===== src/rtl/truth_table_sweeper_if.sv =====
`default_nettype none
// ============================================================================
// Module   : truth_table_sweeper_if
// Brief    : Stimulus/capture bundle between a truth-table sweeper and the
//            combinational block under test plus its status consumer.
// Revision : 1.0 - initial release
// ============================================================================
interface truth_table_sweeper_if #(
    parameter int N_IN = 2
);
    localparam int c_rows = 1 << N_IN;

    logic              start;
    logic [N_IN-1:0]   in_vec;
    logic              z_in;
    logic              busy;
    logic              row_valid;
    logic [N_IN-1:0]   row_idx;
    logic              row_z;
    logic [c_rows-1:0] table_out;
    logic              done;
    logic              pass;

    modport master (
        input  start, z_in,
        output in_vec, busy, row_valid, row_idx, row_z, table_out, done, pass
    );

    modport slave (
        output start, z_in,
        input  in_vec, busy, row_valid, row_idx, row_z, table_out, done, pass
    );
endinterface
`default_nettype wire


===== src/rtl/truth_table_sweeper.sv =====
`default_nettype none
// ============================================================================
// Module   : truth_table_sweeper
// Brief    : Walks all 2^N_IN input combinations, holds each HOLD cycles,
//            samples z, builds the truth table and compares it with EXPECT.
// Revision : 1.0 - initial release
// ============================================================================
module truth_table_sweeper #(
    parameter int                   N_IN   = 2,
    parameter int                   HOLD   = 4,
    parameter logic [(1<<N_IN)-1:0] EXPECT = 4'b0001
) (
    input  wire logic             clk,
    input  wire logic             reset,
    truth_table_sweeper_if.master sw
);
    localparam int c_rows   = 1 << N_IN;
    localparam int c_hold_w = (HOLD > 1) ? $clog2(HOLD) : 1;
    localparam logic [N_IN-1:0]     c_last_idx  = '1;
    localparam logic [c_hold_w-1:0] c_hold_last = c_hold_w'(HOLD - 1);

    typedef enum logic [1:0] {
        S_IDLE = 2'd0,
        S_RUN  = 2'd1,
        S_DONE = 2'd2
    } state_t;

    state_t              r_state,     w_state;
    logic [N_IN-1:0]     r_idx,       w_idx;
    logic [c_hold_w-1:0] r_hold,      w_hold;
    logic [c_rows-1:0]   r_table,     w_table;
    logic                r_busy,      w_busy;
    logic                r_row_valid, w_row_valid;
    logic [N_IN-1:0]     r_row_idx,   w_row_idx;
    logic                r_row_z,     w_row_z;
    logic                r_done,      w_done;
    logic                r_pass,      w_pass;
    logic [c_rows-1:0]   w_table_sampled;

    always_ff @(posedge clk) begin
        if (reset) begin
            r_state     <= S_IDLE;
            r_idx       <= '0;
            r_hold      <= '0;
            r_table     <= '0;
            r_busy      <= 1'b0;
            r_row_valid <= 1'b0;
            r_row_idx   <= '0;
            r_row_z     <= 1'b0;
            r_done      <= 1'b0;
            r_pass      <= 1'b0;
        end else begin
            r_state     <= w_state;
            r_idx       <= w_idx;
            r_hold      <= w_hold;
            r_table     <= w_table;
            r_busy      <= w_busy;
            r_row_valid <= w_row_valid;
            r_row_idx   <= w_row_idx;
            r_row_z     <= w_row_z;
            r_done      <= w_done;
            r_pass      <= w_pass;
        end
    end

    always_comb begin
        w_state     = r_state;
        w_idx       = r_idx;
        w_hold      = r_hold;
        w_table     = r_table;
        w_busy      = r_busy;
        w_row_valid = 1'b0;
        w_row_idx   = r_row_idx;
        w_row_z     = r_row_z;
        w_done      = 1'b0;
        w_pass      = r_pass;

        // Table as it will look once the current row is captured; pass is
        // judged on this so the final row is included in the same edge.
        w_table_sampled        = r_table;
        w_table_sampled[r_idx] = sw.z_in;

        case (r_state)
            S_IDLE: begin
                if (sw.start) begin
                    w_state = S_RUN;
                    w_idx   = '0;
                    w_hold  = '0;
                    w_table = '0;
                    w_pass  = 1'b0;
                    w_busy  = 1'b1;
                end
            end
            S_RUN: begin
                if (r_hold != c_hold_last) begin
                    w_hold = r_hold + 1'b1;
                end else begin
                    w_table     = w_table_sampled;
                    w_row_valid = 1'b1;
                    w_row_idx   = r_idx;
                    w_row_z     = sw.z_in;
                    if (r_idx != c_last_idx) begin
                        w_idx  = r_idx + 1'b1;
                        w_hold = '0;
                    end else begin
                        w_state = S_DONE;
                        w_busy  = 1'b0;
                        w_done  = 1'b1;
                        w_pass  = (w_table_sampled == EXPECT);
                    end
                end
            end
            S_DONE: begin
                w_state = S_IDLE;
            end
            default: begin
                w_state = S_IDLE;
            end
        endcase
    end

    // in_vec is the row index itself; it stays on the last row after the sweep.
    assign sw.in_vec    = r_idx;
    assign sw.busy      = r_busy;
    assign sw.row_valid = r_row_valid;
    assign sw.row_idx   = r_row_idx;
    assign sw.row_z     = r_row_z;
    assign sw.table_out = r_table;
    assign sw.done      = r_done;
    assign sw.pass      = r_pass;
endmodule
`default_nettype wire


===== src/flat_wrapper.sv =====
// flat-port wrapper written by rule: the top's interface ports become plain ports
module truth_table_sweeper_flat 
#(
    parameter int                   N_IN   = 2,
    parameter int                   HOLD   = 4,
    parameter logic [(1<<N_IN)-1:0] EXPECT = 4'b0001
)
  (clk, reset, sw_start, sw_z_in, sw_in_vec, sw_busy, sw_row_valid, sw_row_idx, sw_row_z, sw_table_out, sw_done, sw_pass);
  truth_table_sweeper_if #(.N_IN(N_IN)) sw_i ();
  input  wire logic clk;
  input  wire logic reset;
  input wire logic [$bits(sw_i.start)-1:0] sw_start;
  input wire logic [$bits(sw_i.z_in)-1:0] sw_z_in;
  output wire logic [$bits(sw_i.in_vec)-1:0] sw_in_vec;
  output wire logic [$bits(sw_i.busy)-1:0] sw_busy;
  output wire logic [$bits(sw_i.row_valid)-1:0] sw_row_valid;
  output wire logic [$bits(sw_i.row_idx)-1:0] sw_row_idx;
  output wire logic [$bits(sw_i.row_z)-1:0] sw_row_z;
  output wire logic [$bits(sw_i.table_out)-1:0] sw_table_out;
  output wire logic [$bits(sw_i.done)-1:0] sw_done;
  output wire logic [$bits(sw_i.pass)-1:0] sw_pass;
  assign sw_i.start = sw_start;
  assign sw_i.z_in = sw_z_in;
  assign sw_in_vec = sw_i.in_vec;
  assign sw_busy = sw_i.busy;
  assign sw_row_valid = sw_i.row_valid;
  assign sw_row_idx = sw_i.row_idx;
  assign sw_row_z = sw_i.row_z;
  assign sw_table_out = sw_i.table_out;
  assign sw_done = sw_i.done;
  assign sw_pass = sw_i.pass;
  truth_table_sweeper #(.N_IN(N_IN), .HOLD(HOLD), .EXPECT(EXPECT)) u_core (.clk(clk), .reset(reset), .sw(sw_i));
endmodule

===== config.mk =====
export PLATFORM = sky130hd
export DESIGN_NAME = truth_table_sweeper_flat
export DESIGN_NICKNAME = d
export VERILOG_FILES = /design/src/rtl/truth_table_sweeper_if.sv /design/src/rtl/truth_table_sweeper.sv /design/src/flat_wrapper.sv
export SDC_FILE = /design/constraint.sdc
export NUM_CORES = 1
export LEC_CHECK = 0
export BUFFER_PORTS_ARGS = -buffer_cell sky130_fd_sc_hd__buf_2
export CORE_UTILIZATION = 56
export DETAILED_ROUTE_END_ITERATION = 16
export PLACE_DENSITY = 0.81
export SLEW_MARGIN = 10
export SYNTH_ARGS = -nofsm -noshare
export SYNTH_HDL_FRONTEND = slang
export SYNTH_SLANG_ARGS = --single-unit

===== constraint.sdc =====
create_clock -name clk -period 2.4 [get_ports clk]
set_clock_uncertainty 0.15 [all_clocks]
set_input_delay 0.24 -clock clk [delete_from_list [all_inputs] [get_ports clk]]
set_output_delay 0.24 -clock clk [all_outputs]
set_load 0.02 [all_outputs]

* Word level (Yosys, flattened, before mapping) *
Index checks and enable logic that the tools add are counted.

storage, ports and cells
  register bits after elaboration = 17
  latch bits = 0
  bits in writable memories = 0
  memory bits (read-only) = 0
  input port bits = 4
  logic and storage cells = 63
  memories = 0

operators by class
  $add $sub $neg = 2
  $mul = 0
  divide/modulo/power cells = 0
  magnitude comparators = 2
  eq/ne operators = 9
  shift-type cells = 0
  multiplexer cells = 27
  bitwise logic cells = 2
  reductions and logical operators = 11

operators by type and width
  kind                                                                                 number
  2-bit 2-to-1 mux                                                                     8
  2-bit case mux with 2 select lines                                                   3
  2-bit inequality test, second input constant                                         5
  1-bit 2-to-1 mux                                                                     9
  3-bit AND reduction                                                                  3
  4-bit 2-to-1 mux                                                                     2
  4-bit case mux with 2 select lines                                                   1
  4-bit AND reduction                                                                  2
  2-bit by 1-bit adder with 2-bit output, second input constant                        2
  4-bit bitwise mux                                                                    1
  4-bit by 1-bit == test with 1-bit output, second input constant                      1
  1-bit case mux with 2 select lines                                                   2
  2-bit by 3-bit < comparator with 1-bit output, second input constant                 1
  3-bit by 1-bit inequality test with 1-bit output, second input constant              1
  3-bit OR reduction                                                                   1
  1-bit demux with 2-bit select                                                        1
  2-bit by 1-bit == test with 1-bit output, second input constant                      1
  2-bit by 1-bit greater-or-equal comparator with 1-bit output, second input constant  1
  2-bit logical NOT                                                                    1
  2-bit by 1-bit inequality test with 1-bit output, second input constant              1
  1-bit NOT                                                                            2
  2-bit AND reduction                                                                  1
  2-bit nonzero test                                                                   1
  2-bit OR reduction                                                                   1
  1-bit logical AND                                                                    1

* Depth between registers and ports, before layout *
Gate-level depths: netlist of run 1.

  depth in word-level cells = 9
  gate-level depth with buffers = 6
  depth with buffers taken out = 6

* Least setup slack after synthesis of run 1 *
Ideal clock, no wire load.

  kind = register -> register
  start = register u_core.r_idx[0], in the netlist u_core.sw.in_vec[0]
  end = register u_core.r_idx[1], in the netlist u_core.sw.in_vec[1]
  library setup time = 0.132 ns
  data arrival time = 1.475 ns
  path slack = 0.643 ns
  stages on the path, launching flop included = 6
  buffers on the path = 0
  cell sequence = dfxtp_1 -> inv_1 -> ha_1 -> or3_1 -> a21oi_1 -> nor3_1

between the ends
  word-level cells in the longest chain between the ends = 4
  elaborated cells between the ends (all ways) = 7

RTL lines
  element                                 line                        text
  from (decl)                             truth_table_sweeper.sv:29   logic [N_IN-1:0] r_idx, w_idx;
  from (signal assigned)                  truth_table_sweeper.sv:54   r_idx <= w_idx;
  2-bit by 1-bit adder with 2-bit output  truth_table_sweeper.sv:103  w_idx = r_idx + 1'b1;
  2-bit 2-to-1 mux                        truth_table_sweeper.sv:102  if (r_idx != c_last_idx) begin
  2-bit 2-to-1 mux                        truth_table_sweeper.sv:95   if (r_hold != c_hold_last) begin
  2-bit case mux with 2 select lines      truth_table_sweeper.sv:83   case (r_state)

Several ways; a longest one is shown, not always the timed one. The select of a mux whose other input is x is not followed.
A chain may end at the register's enable or synchronous reset.

* Worst setup path in the final report of run 1 *
  start = register u_core.r_hold[0]
  end = register u_core.r_table[1], in the netlist u_core.sw.table_out[1]

between the ends
  word-level cells in the longest chain between the ends = 3

RTL lines
  element                                 line                       text
  from (decl)                             truth_table_sweeper.sv:30  logic [c_hold_w-1:0] r_hold, w_hold;
  from (signal assigned)                  truth_table_sweeper.sv:55  r_hold <= w_hold;
  2-bit inequality test                   truth_table_sweeper.sv:95
  2-bit inequality test (no source line)  n/a
  3-bit AND reduction (no source line)    n/a
  to (signal assigned)                    truth_table_sweeper.sv:56  r_table <= w_table;
  to (decl)                               truth_table_sweeper.sv:31  logic [c_rows-1:0] r_table, w_table;

No other way between the ends.

==> flow_metrics.py, run 1 <==
metrics = {
    "timing": {
        "hold_slack_ns": 0.08681,
        "fin_crit_sh_pct": 75.56,
        "setup_viol": 0,
        "maxSlewHeadroom_pct": 70.66,
        "fmax_ghz": 0.5514,
        "setup_tns_ns": 0,
        "rsz0062_at_grt": "false",
        "min_period_ns": 1.813,
        "setup_slack_ns": 0.5866,
        "finalHoldViolations": 0,
        "worst_pin_slew_ns": 0.4401,
        "slew_viol_final": 0,
    },
    "logic_synthesis": {
        "yosys.area.top_type": "dfxtp_1",
        "ys_warn_count": 0,
        "synth_top_area_share_pct": 38.47,
        "synth-async-reset-ratio_pct": 0,
        "ys_ff_latch": 17,
        "ys.flop_type": "dfxtp_1",
        "syn_nets": 103,
        "yosysUniqueCellTypes": 34,
        "synth_area_leaders": "dfxtp_1, ha_1, a21oi_1, mux2i_1, nand2b_4",
        "synth_area_um2": 884.6,
        "synth_edf_count": 0,
        "syn_area_per_cell_um2": 9.512,
        "yosysSeqAreaShare_pct": 38.47,
        "synth_cells": 93,
    },
    "clocking": {
        "clkSlewWorstSetupHoldPaths_ns": 0.09,
        "ctsResizeCount": 0,
        "root_buffer": "clkbuf_4",
        "tritoncts": "yes",
        "postCtsSetupBuffers": 0,
        "ctsHoldBuffers": 0,
        "htreeDepth": 1,
        "insertion_delay_ns": 0.29,
        "clock-sinks": 17,
        "cts_buffer_depth": 2,
        "cts_buffers": 3,
    },
    "routing": {
        "vias": 750,
        "drc": 0,
        "postRouteAntennaNets": 0,
        "drtIter0Drc": 29,
        "wl_per_cell_um": 13.78,
        "drt-total-wl_mm": 1.695,
        "via_per_inst": 6.098,
        "firstDrtPassIters": 4,
    },
    "die": {
        "core_area_mm2": 0.001383,
        "boundaryPins": 17,
        "die_w_um": 41.75,
        "initial_utilization_pct": 63.98,
        "num_rows": 13,
        "die_y_um": 41.75,
        "dieArea_mm2": 0.001743,
    },
    "finish": {
        "post_route_cells_drive_above_1_share_pct": 24.07,
        "antenna_cells": 0,
        "fillers": 116,
        "utilization_pct": 70.05,
        "fin_nets": 119,
        "syn2layout_area_growth_pct": 9.477,
        "final_cells": 123,
    },
    "power": {
        "swShare_pct": 24.06,
        "power.density_mw_per_mm2": 498.3,
        "combPwrFrac_pct": 8.2,
        "clockPowerShare_pct": 31.4,
        "p_seq_share_pct": 60.4,
        "ir_drop_v": 0.0002959,
        "power_switching_uw": 116.1,
        "cellLeakagePower_uw": 0.0004239,
        "p_int_uw": 366.5,
    },
    "global_routing": {
        "grt_usage_pct": 22.58,
        "gr-total-overflow": 0,
        "antenna_found_initial": 0,
        "grt_max_degree": 17,
        "grt_pass1_vias": 709,
        "grt_first_pass_wirelength_mm": 3.077,
    },
    "worst_hold_path": {
        "hp-class": "in2reg",
        "hp-start": "sw_z_in",
    },
    "worst_setup_path": {
        "critPathCapture": "u_core.sw.table_out[1]",
        "required_ns": 2.44,
        "timing.rr.end": "u_core.sw.table_out[1]",
        "endpoint_kind": "register",
        "critPathKind": "reg2reg",
        "worstPathMaxFanout": 14,
        "ff2ff_path_depth": 5,
        "cp.arrival_ns": 1.85,
        "worstReg2RegStart": "u_core.r_hold[0]",
        "critPathLaunchType": "register",
        "ff2ff_setup_slack_ns": 0.59,
        "crit_start": "u_core.r_hold[0]",
    },
    "placed_design": {
        "place_congestion": 0.8379,
        "dp_hpwl_mm": 1.210,
        "place_ws_ns": 0.6105,
        "dp.cells": 119,
        "port_buffers": 16,
    },
    "job": {
        "max_cap_violations": 0,
    },
    "status": {
        "status": "finished, final reports clean",
    },
}
## power by group through the flow
stage | Sequential [µW] | Combinational (µW) | Clock (µW)
2_1_floorplan | 297 | 32.2 | 0
3_3_place_gp | 298 | 37.3 | 0
3_5_place_dp | 298 | 38.2 | 0
4_1_cts | 291 | 39.1 | 160
5_1_grt | 292 | 44.1 | 171
6_report | 291 | 39.6 | 152
## critical path, cell delays in order, from the launching register on
cell and delay (ns):
dfxtp_1 0.36, ha_1 0.44, nand2_1 0.17, a21oi_2 0.16
nor2_1 0.07, a221o_1 0.36
## synth_stat cells, types with 2 or more instances
cell and number:
a221o_1 2, inv_1 3, nor2_1 7, nor3_1 2
dfxtp_1 17, mux2i_1 3, o21bai_1 3, a22o_1 2
nand2b_1 2, nor3b_1 2, and2_1 3, nand3_1 4
nand2b_4 2, nand2_1 6, buf_6 2, nor2b_1 2
nor4b_1 2, buf_4 2, ha_1 6, a21oi_1 7
## cell families after synthesis
logic type | Yosys count | share of synthesized area, %
AOI/OAI and AO/OA | 20 | 15.70
adders and majority gates | 6 | 8.486
buffers and inverters | 8 | 5.939
DFF | 17 | 38.47
muxes | 4 | 4.668
and+or+nand+nor | 38 | 26.74
## flip-flops by register name (all words and copies together) (netlist names), 2 cells and up
signal,count
u_core.sw.table_out,4
u_core.r_hold,2
u_core.sw.row_idx,2
u_core.r_state,2
u_core.sw.in_vec,2
## per-layer routing
| metal | track usage (%) | wire (µm) |
|---|---|---|
| met1 | 26.61 | 729 |
| met2 | 37.50 | 788 |
| met3 | 3.478 | 106 |
| met4 | 14.84 | 71 |
| met5 | 0 | 0 |
## area by class of cell
| cell class | instances | area [µm²] | area share (%) |
|---|---|---|---|
| clock buffers | 4 | 26.28 | 2.713 |
| inverters | 3 | 11.26 | 1.163 |
| multi-input cells | 68 | 491.7 | 50.78 |
| flip-flops and latches | 17 | 340.3 | 35.14 |
| well taps | 15 | 18.77 | 1.938 |
| repair buffers | 16 | 80.08 | 8.269 |
## cells in the final DEF, fill, tap and decap left out, types with 3 or more instances in the layout
cell and instances:
nand2_1 6, nor2_1 7, clkbuf_4 3, buf_2 16, inv_1 3, nand3_1 4
dfxtp_1 17, a21oi_1 7, o21bai_1 3, and2_1 3, ha_1 6, mux2i_1 3
## metrics by stage
step,total power (µW),area [µm²]
3_5_place_dp,336.0,942.2
4_1_cts,490.3,968.4
6_report,482.6,968.4
5_1_grt,507.2,968.4
2_1_floorplan,329.4,884.6
3_3_place_gp,335.1,942.2
## worst min path at each step
stage / end / slack [ns] / cells past startpoint
2_1_floorplan: u_core.sw.row_z / 0.24 / 2
3_3_place_gp: u_core.sw.row_z / 0.29 / 2
3_5_place_dp: u_core.sw.row_idx[1] / 0.29 / 2
4_1_cts: u_core.sw.row_z / 0.08 / 3
5_1_grt: u_core.sw.row_z / 0.09 / 3
6_report: u_core.sw.row_z / 0.09 / 3
Note: power is estimated with default switching activity, not from simulation.
==> run 2: changes to the inputs <==
--- a/config.mk
+++ b/config.mk
@@ -6,9 +6,9 @@
 export NUM_CORES = 1
 export LEC_CHECK = 0
 export BUFFER_PORTS_ARGS = -buffer_cell sky130_fd_sc_hd__buf_2
-export CORE_UTILIZATION = 56
+export CORE_UTILIZATION = 52
 export DETAILED_ROUTE_END_ITERATION = 16
-export PLACE_DENSITY = 0.81
+export PLACE_DENSITY = 0.76
 export SLEW_MARGIN = 10
 export SYNTH_ARGS = -nofsm -noshare
 export SYNTH_HDL_FRONTEND = slang
==> constraint.sdc (replaced) <==
create_clock -name clk -period 1.8 [get_ports clk]
set_clock_uncertainty 0.15 [all_clocks]
set_input_delay 0.18 -clock clk [delete_from_list [all_inputs] [get_ports clk]]
set_output_delay 0.18 -clock clk [all_outputs]
set_load 0.02 [all_outputs]
==> run 2 against run 1 <==
  * Die area up 7.3%
  * Combinational power increased by 29%
  * First-iteration DRC count decreased by 52%
  * Sequential cell count did not move
  * Setup slack lost 0.46 ns
  * Worst hold slack worse by 0.062 ns
  * Sequential power increased by 34%
  * Design area increased by 3.6%
  * Critical path depth increased by 1
  * Non-clock buffer count is 4 higher
  * Critical endpoint is now u_core.sw.in_vec[0]
==> flow_metrics.py, run 2 (synthesized netlist as in run 1, its figures left out) <==
metrics = {
    "clocking": {
        "insertion_delay_ns": 0.29,
        "clkSlewWorstSetupHoldPaths_ns": 0.10,
        "cts_buffers": 3,
        "root_buffer": "clkbuf_4",
        "cts_buffer_depth": 2,
        "clock-sinks": 17,
        "postCtsSetupBuffers": 0,
        "htreeDepth": 1,
        "tritoncts": "yes",
        "ctsHoldBuffers": 0,
    },
    "finish": {
        "syn2layout_area_growth_pct": 13.44,
        "post_route_cells_drive_above_1_share_pct": 28.57,
        "antenna_cells": 0,
        "stdcell_area_mm2": 0.001003,
        "utilization_pct": 65.10,
        "largest_reg_flops": 4,
        "multi_input_area_um2": 494.2,
        "fillers": 135,
        "final_common_cell": "dfxtp_1",
        "register_area_um2": 340.3,
        "fin_nets": 123,
        "layout_common_cells": "dfxtp_1, buf_2, a21oi_1, nor2_1, nand2_1",
    },
    "placed_design": {
        "port_buffers": 16,
        "place_congestion": 0.7719,
        "dpl_cell_area_um2": 973.4,
        "dp_hpwl_mm": 1.243,
        "place_ws_ns": 0.09167,
    },
    "routing": {
        "via_per_inst": 5.492,
        "postRouteAntennaNets": 0,
        "firstDrtPassIters": 4,
        "drtIter0Drc": 14,
        "vias": 703,
        "drt-total-wl_mm": 1.630,
        "drc": 0,
        "wl_per_cell_um": 12.73,
    },
    "worst_setup_path": {
        "required_ns": 1.84,
        "slowest_delay_ns": 0.36,
        "cp_cell_sequence": "buf_4, ha_1, nor2b_1, mux2_2, a22oi_1, nor2_1",
        "critPathKind": "reg2reg",
        "crit_buf_inv": 1,
        "worstPathMaxFanout": 6,
        "path_delay_family": "flip-flops",
        "ff2ff_setup_slack_ns": 0.13,
        "worstReg2RegStart": "u_core.sw.in_vec[0]",
        "endpoint_kind": "register",
        "critPathLaunchType": "register",
        "cp.arrival_ns": 1.71,
        "slowest_stage": "dfxtp_1",
        "timing.rr.end": "u_core.sw.in_vec[0]",
        "ff2ff_path_depth": 6,
    },
    "worst_hold_path": {
        "hold_path_end": "u_core.sw.row_z",
        "holdPathStages": 3,
        "hp-start": "sw_z_in",
        "hp-class": "in2reg",
    },
    "status": {
        "status": "finished, final reports clean",
    },
    "power": {
        "power.density_mw_per_mm2": 645.0,
        "ir_drop_v": 0.0004160,
        "power_uw": 647.3,
        "cellLeakagePower_uw": 0.0004457,
    },
    "die": {
        "die_y_um": 43.25,
        "core_area_mm2": 0.001541,
        "die_w_um": 43.25,
        "dieArea_mm2": 0.001870,
        "num_rows": 14,
        "initial_utilization_pct": 57.39,
        "boundaryPins": 17,
    },
    "global_routing": {
        "grt_pass1_vias": 627,
        "grt_first_pass_wirelength_mm": 2.760,
        "gr-total-overflow": 0,
        "grt_usage_pct": 20.07,
        "antenna_found_initial": 0,
        "grt_max_degree": 17,
    },
    "timing": {
        "fin_crit_sh_pct": 93.05,
        "setup_viol": 0,
        "setup_tns_ns": 0,
        "worst_pin_slew_ns": 0.3566,
        "finalHoldViolations": 0,
        "min_period_ns": 1.675,
        "rsz0062_at_grt": "false",
        "maxSlewHeadroom_pct": 75.89,
        "fmax_ghz": 0.5971,
        "setup_slack_ns": 0.1251,
        "slew_viol_final": 0,
    },
    "job": {
        "max_cap_violations": 0,
    },
}
## run 2: final cells by class
class,count,area share [%]
Sequential cell,17,33.92
Inverter,3,1.122
Timing Repair Buffer,20,10.97
Multi-Input combinational cell,68,49.25
Clock buffer,3,2.244
Tap cell,16,1.995
Clock inverter,1,0.4988
## run 2: how the worst max path moves through the flow
stage	cells after the start	slack, ns	startpoint	end
global placement	5	0.14	u_core.r_hold[0]	u_core.sw.in_vec[0]
floorplan	5	0.04	u_core.sw.in_vec[0]	u_core.sw.in_vec[1]
detailed placement	5	0.09	u_core.r_hold[0]	u_core.sw.in_vec[0]
CTS	5	0.09	u_core.r_hold[0]	u_core.sw.in_vec[0]
global route	6	0.03	u_core.sw.in_vec[0]	u_core.sw.in_vec[0]
finish	6	0.13	u_core.sw.in_vec[0]	u_core.sw.in_vec[0]
## run 2: report_power, final
part           switching, µW  internal [µW]  total [µW]
Clock                    124           82.7         207
Sequential              7.44            382         389
Combinational           30.1           20.8        50.9
## run 2: timing repair
item	4_1_cts	5_1_grt
endpoints found under the setup margin	0	1
resized for setup	0	1
endpoints found under the hold margin	0	0
## run 2: layer usage
metal,track usage [%],wire (µm),up-vias
li1,-,-,372
met1,26.51,806,315
met2,30.45,738,12
met3,3.830,49,4
met4,10.91,35,0
met5,0,0,-
## run 2: metrics by stage
stage	std cells	hold WS, ns
finish	128	0.02500
CTS	128	0.02096
floorplan	93	0.1775
global placement	124	0.2905
detailed placement	124	0.2930
global route	128	0.04998
## run 2: worst register-to-register path: stages, from the launching register on
cell     delay, ns
dfxtp_1       0.36
buf_4         0.16
ha_1          0.22
nor2b_1       0.15
mux2_2        0.34
a22oi_1       0.14
nor2_1        0.05
